`config.mk`:
```
export PLATFORM = sky130hd
export DESIGN_NAME = telemetry_tx
export DESIGN_NICKNAME = d
export VERILOG_FILES = /design/src/rtl/telemetry_tx.sv
export SDC_FILE = /design/constraint.sdc
export NUM_CORES = 1
export LEC_CHECK = 0
export CORE_ASPECT_RATIO = 1.4
export CORE_MARGIN = 3
export CORE_UTILIZATION = 57
export CTS_CLUSTER_DIAMETER = 50
export DETAILED_ROUTE_END_ITERATION = 6
export HOLD_SLACK_MARGIN = 0.1
export PLACE_DENSITY = 0.8
export SYNTH_ARGS = -nofsm -noshare
export SYNTH_HDL_FRONTEND = slang
export SYNTH_SLANG_ARGS = --single-unit
```
`constraint.sdc`:
```
create_clock -name clk -period 2.65 [get_ports clk]
set_input_delay 0.795 -clock clk [delete_from_list [all_inputs] [get_ports clk]]
set_output_delay 0.795 -clock clk [all_outputs]
set_load 0.01 [all_outputs]
```
`src/rtl/telemetry_tx.sv`:
```
// telemetry_tx: periodic UART telemetry transmitter.
// A free-running period counter triggers an 8-byte packet
// (AA 55 batt_hi batt_lo curr_hi curr_lo torque_hi torque_lo), sent 8N1, LSB first.
// The sensor inputs are snapshotted on the accepted trigger.
// A trigger that arrives while a packet is still in flight is dropped.
// Ports:
//   clk        system clock, rising edge
//   rst        synchronous active-high reset
//   batt_v     battery voltage sample (12 bit)
//   avg_curr   averaged motor current (12 bit)
//   avg_torque averaged pedal torque (12 bit)
//   TX         UART serial output, idle high
//   busy       high while a packet is being shifted out
//   pkt_done   one-cycle pulse in the last cycle of the final stop bit
module telemetry_tx #(
  parameter int unsigned BAUD_DIV = 2604,
  parameter int unsigned PERIOD_W = 20
) (
  input  logic        clk,
  input  logic        rst,
  input  logic [11:0] batt_v,
  input  logic [11:0] avg_curr,
  input  logic [11:0] avg_torque,
  output logic        TX,
  output logic        busy,
  output logic        pkt_done
);

  localparam int unsigned BaudW = (BAUD_DIV > 1) ? $clog2(BAUD_DIV) : 1;
  localparam logic [BaudW-1:0] BaudLast = BaudW'(BAUD_DIV - 1);

  typedef enum logic {StIdle, StTxing} state_e;

  state_e              state_q, state_d;
  logic [PERIOD_W-1:0] period_q;
  logic [BaudW-1:0]    baud_q, baud_d;
  logic [3:0]          bit_q, bit_d;
  logic [2:0]          byte_q, byte_d;
  logic [7:0]          shift_q, shift_d;
  logic                tx_q, tx_d;
  logic [11:0]         batt_q, curr_q, torque_q;
  logic                snap_en;
  logic [7:0]          next_byte;

  logic trigger, bit_end, last_bit, last_byte;

  assign trigger   = &period_q;
  assign bit_end   = (baud_q == BaudLast);
  assign last_bit  = (bit_q == 4'd9);
  assign last_byte = (byte_q == 3'd7);

  // Byte that follows the one currently indexed by byte_q.
  always_comb begin
    next_byte = 8'hFF;
    case (byte_q)
      3'd0:    next_byte = 8'h55;
      3'd1:    next_byte = {4'h0, batt_q[11:8]};
      3'd2:    next_byte = batt_q[7:0];
      3'd3:    next_byte = {4'h0, curr_q[11:8]};
      3'd4:    next_byte = curr_q[7:0];
      3'd5:    next_byte = {4'h0, torque_q[11:8]};
      3'd6:    next_byte = torque_q[7:0];
      default: next_byte = 8'hFF;
    endcase
  end

  always_comb begin
    state_d  = state_q;
    baud_d   = baud_q;
    bit_d    = bit_q;
    byte_d   = byte_q;
    shift_d  = shift_q;
    tx_d     = tx_q;
    snap_en  = 1'b0;
    pkt_done = 1'b0;
    unique case (state_q)
      StIdle: begin
        tx_d = 1'b1;
        if (trigger) begin
          // The first start bit is driven straight from the trigger edge.
          state_d = StTxing;
          snap_en = 1'b1;
          baud_d  = '0;
          bit_d   = 4'd0;
          byte_d  = 3'd0;
          shift_d = 8'hAA;
          tx_d    = 1'b0;
        end
      end
      StTxing: begin
        if (bit_end) begin
          baud_d = '0;
          if (last_bit) begin
            bit_d = 4'd0;
            if (last_byte) begin
              pkt_done = 1'b1;
              state_d  = StIdle;
              byte_d   = 3'd0;
              tx_d     = 1'b1;
            end else begin
              byte_d  = byte_q + 3'd1;
              shift_d = next_byte;
              tx_d    = 1'b0;
            end
          end else begin
            bit_d = bit_q + 4'd1;
            if (bit_q == 4'd8) begin
              tx_d = 1'b1;
            end else begin
              tx_d    = shift_q[0];
              shift_d = {1'b0, shift_q[7:1]};
            end
          end
        end else begin
          baud_d = baud_q + BaudW'(1);
        end
      end
      default: state_d = StIdle;
    endcase
  end

  always_ff @(posedge clk) begin
    if (rst) begin
      state_q  <= StIdle;
      period_q <= '0;
      baud_q   <= '0;
      bit_q    <= 4'd0;
      byte_q   <= 3'd0;
      shift_q  <= 8'h00;
      tx_q     <= 1'b1;
      batt_q   <= 12'h000;
      curr_q   <= 12'h000;
      torque_q <= 12'h000;
    end else begin
      state_q  <= state_d;
      period_q <= period_q + PERIOD_W'(1);
      baud_q   <= baud_d;
      bit_q    <= bit_d;
      byte_q   <= byte_d;
      shift_q  <= shift_d;
      tx_q     <= tx_d;
      if (snap_en) begin
        batt_q   <= batt_v;
        curr_q   <= avg_curr;
        torque_q <= avg_torque;
      end
    end
  end

  assign TX   = tx_q;
  assign busy = (state_q == StTxing);

endmodule
```
==> run_results.csv <==
group,metric,value,unit
yosys,synth_cell_types,65,
worst_setup_path,end_kind,"output port",
timing,fmax,388,MHz
worst_setup_path,cp_slowest_stage_delay,340,ps
floorplan,io-pin-count,41,
global_routing,grt_pass1_vias,3630,
yosys,yosysTopAreaCell,"dfxtp_1",
yosys,synthCells,491,
clock_tree,cts_max_path_buffers,2,
worst_setup_path,worstPathArrival,1780,ps
power_and_ir_drop,p_sw_frac,0.215,
finish,multi_input_comb_area,2200,µm²
floorplan,die_area,8150,µm²
power_and_ir_drop,p_clk_frac,0.390,
power_and_ir_drop,power_density,469,nW/µm²
placement,dpl.hpwl,6780,µm
clock_tree,htreeDepth,3,
clock_tree,post_cts_buffers,0,
routing,vias_per_cell,5.82,
worst_setup_path,path_buf_inv,1,
power_and_ir_drop,p_seq_frac,0.573,
routing,ant_nets,0,
placement,globalplace.congestion,0.841,
clock_tree,tritoncts,"yes",
clock_tree,insertion_delay,360,ps
floorplan,die_h,106,µm
yosys,async_reset_ff_frac,0,
finish,area_delta_synth_final,18.3,%
global_routing,grt_max_degree,37,
timing,slew_violations,0,
job,maxCapViolCount,0,
power_and_ir_drop,p_sw,0.000483,W
worst_setup_path,critical_path_class,"register to output port",
yosys,syn_nets,540,
floorplan,coreArea,6740,µm²
yosys,synth_top_area_share,0.421,
finish,fin_nets,584,
run_status,outcome,"complete, no violations",
power_and_ir_drop,p_total,0.00224,W
worst_setup_path,crit_required,1860,ps
worst_setup_path,critPathSlowestCell,"dfxtp_1",
worst_hold_path,hold_path_class,"register to register",
finish,final_cell_mix,"nand2_1 (95), dfxtp_1 (85), a21oi_1 (59)",
timing,slew_headroom,0.631,
routing,wirelength,9470,µm
timing,finClkSkew,6.45,ps
worst_setup_path,rrSetupSlack,500,ps
floorplan,die_x,77.2,µm
timing,hold_viol_final,0,
worst_setup_path,path_cells,"nor4b_4, nand2_2, nor4b_4, and4_1, buf_2",
routing,drt_pass1_iterations,5,
worst_setup_path,cp-start-kind,"register",
timing,setup_viol,0,
yosys,ys_seq_elements,85,
placement,io_buffers,40,
power_and_ir_drop,p_comb_frac,0.037,
global_routing,grt_pass1_wl,16000,µm
routing,drcViolationCount,0,
routing,drt_iter0_drc,160,
finish,drive_gt1_frac,0.108,
worst_setup_path,cp_top_family,"simple AND/OR/NAND/NOR gates",
clock_tree,path_clk_slew,80,ps
clock_tree,cts.sinks,85,
yosys,ys_warn_count,0,
clock_tree,cts_root_buf,"clkbuf_8",
clock_tree,cts_buffers,9,
global_routing,grt_use_total,0.238,
yosys,synth_edf_count,0,
yosys,synthTopCellsByArea,"dfxtp_1 (42%), nand2_1 (8.9%), a21oi_1 (7.3%)",
timing,finalCritPeriodShare,0.973,
yosys,ys_seq_area_frac,0.421,
yosys,syn_area_per_cell,8.23,µm²
global_routing,gr-total-overflow,0,
power_and_ir_drop,p_int,0.00176,W
yosys,synth_area,4040,µm²
global_routing,antenna_found_initial,0,
finish,layout_commonest_cell,"nand2_1",
power_and_ir_drop,ir_worst_vdd,0.309,mV
finish,seqCellArea,1700,µm²
worst_setup_path,cpMostUsedCell,"nor4b_4",
timing,tightest_slew,549,ps
floorplan,num_rows,35,
finish,antennaDiodeCount,0,
power_and_ir_drop,p_leak,1.59,nW
timing,min_period,2580,ps
routing,wl_per_cell,15.0,µm
yosys,synth_flop_cell,"dfxtp_1",
timing,setup_tns,0,ps
timing,rsz0062_at_grt,"false",
routing,dr_total_vias,3670,
finish,n_fill_cell,564,
floorplan,start_util,0.599,
worst_setup_path,path_max_fanout,2,
area by class of cell:
type | count | area share
Clock buffer | 10 | 0.0267
Clock inverter | 5 | 0.0110
Inverter | 10 | 0.00785
Multi-Input combinational cell | 368 | 0.460
Sequential cell | 85 | 0.356
Tap cell | 92 | 0.0241
Timing Repair Buffer | 61 | 0.115
cell families after synthesis:
kind of cell,after synthesis,share of synthesized area
simple gates,215,0.263
flops,85,0.421
fa+ha+maj,11,0.0340
xor+xnor,17,0.0368
compound gates,117,0.183
mux,8,0.0207
buf+inv,38,0.0415
worst min-delay path: cells and delay by family, from the launching register on:
| family | cells | cell delay [ps] |
|---|---|---|
| AOI/OAI and AO/OA | 1 | 50 |
| DFF | 1 | 310 |
| and+or+nand+nor | 1 | 50 |
per-layer routing:
metal	wire length, µm	track usage	share of wire
met3	390	0.0359	0.041
met4	238	0.0980	0.025
met2	4930	0.423	0.52
met1	3920	0.282	0.41
met5	0	0	0
registers in the layout, indices dropped and copies added (netlist names):
register  flops
torque_q     12
byte_q        3
baud_q       12
TX            1
bit_q         4
busy          1
period_q     20
batt_q       12
shift_q       8
curr_q       12
what timing repair did:
item	in CTS	in global routing
hold buffers	0	0
pin swaps	4	4
resized for setup	6	2
endpoints found under the hold margin	0	0
gates cloned	0	0
endpoints found under the setup margin	1	1
power groups by stage:
stage / Combinational [W] / Sequential, W / Clock [W]
2_1_floorplan: 0.0000239 / 0.00131 / 0
3_3_place_gp: 0.0000825 / 0.00131 / 0
3_5_place_dp: 0.0000833 / 0.00131 / 0
4_1_cts: 0.0000840 / 0.00128 / 0.000880
5_1_grt: 0.0000896 / 0.00128 / 0.000931
6_report: 0.0000834 / 0.00128 / 0.000875
path summary, 6_finish.rpt:
kind,start,end,cells after the start
max,baud_q[6],pkt_done,5
min,batt_q[11],batt_q[11],2
max reg2reg,byte_q[2],shift_q[0],8
min reg2reg,batt_q[11],batt_q[11],2
synthesized netlist by cell type (2+ instances only):
cell type,count
a22o_1,3
and4_1,3
o22ai_1,2
a22oi_1,4
xnor2_1,7
nand2_1,96
nor3b_1,2
or3_1,4
a211oi_1,4
and2_1,2
buf_2,2
nand3_1,21
ha_1,11
clkbuf_1,21
o21ai_1,7
mux2i_1,5
a31oi_1,3
inv_1,9
nand3b_1,5
nor2_4,2
nor2b_1,4
nand4_1,11
buf_4,4
mux2_2,3
dfxtp_1,85
a21oi_1,59
a211oi_2,2
and3_1,5
nor4b_1,2
o211ai_1,2
nor3_1,8
a221oi_1,3
a41oi_1,3
nor2_1,38
a41o_1,2
xor2_1,10
o21ai_0,9
metrics by stage:
step | area (µm²) | setup WS (ps) | cells | util | hold WS (ps)
floorplan | 4040 | 481 | 491 | - | 428
global placement | 4580 | -54.3 | 616 | 0.679 | 438
detailed placement | 4580 | -85.6 | 616 | 0.679 | 446
CTS | 4770 | 22.0 | 631 | 0.707 | 457
global route | 4780 | 7.03 | 631 | 0.709 | 470
finish | 4780 | 72.7 | 631 | 0.709 | 456
No activity file was read; power rests on OpenSTA's default activity.
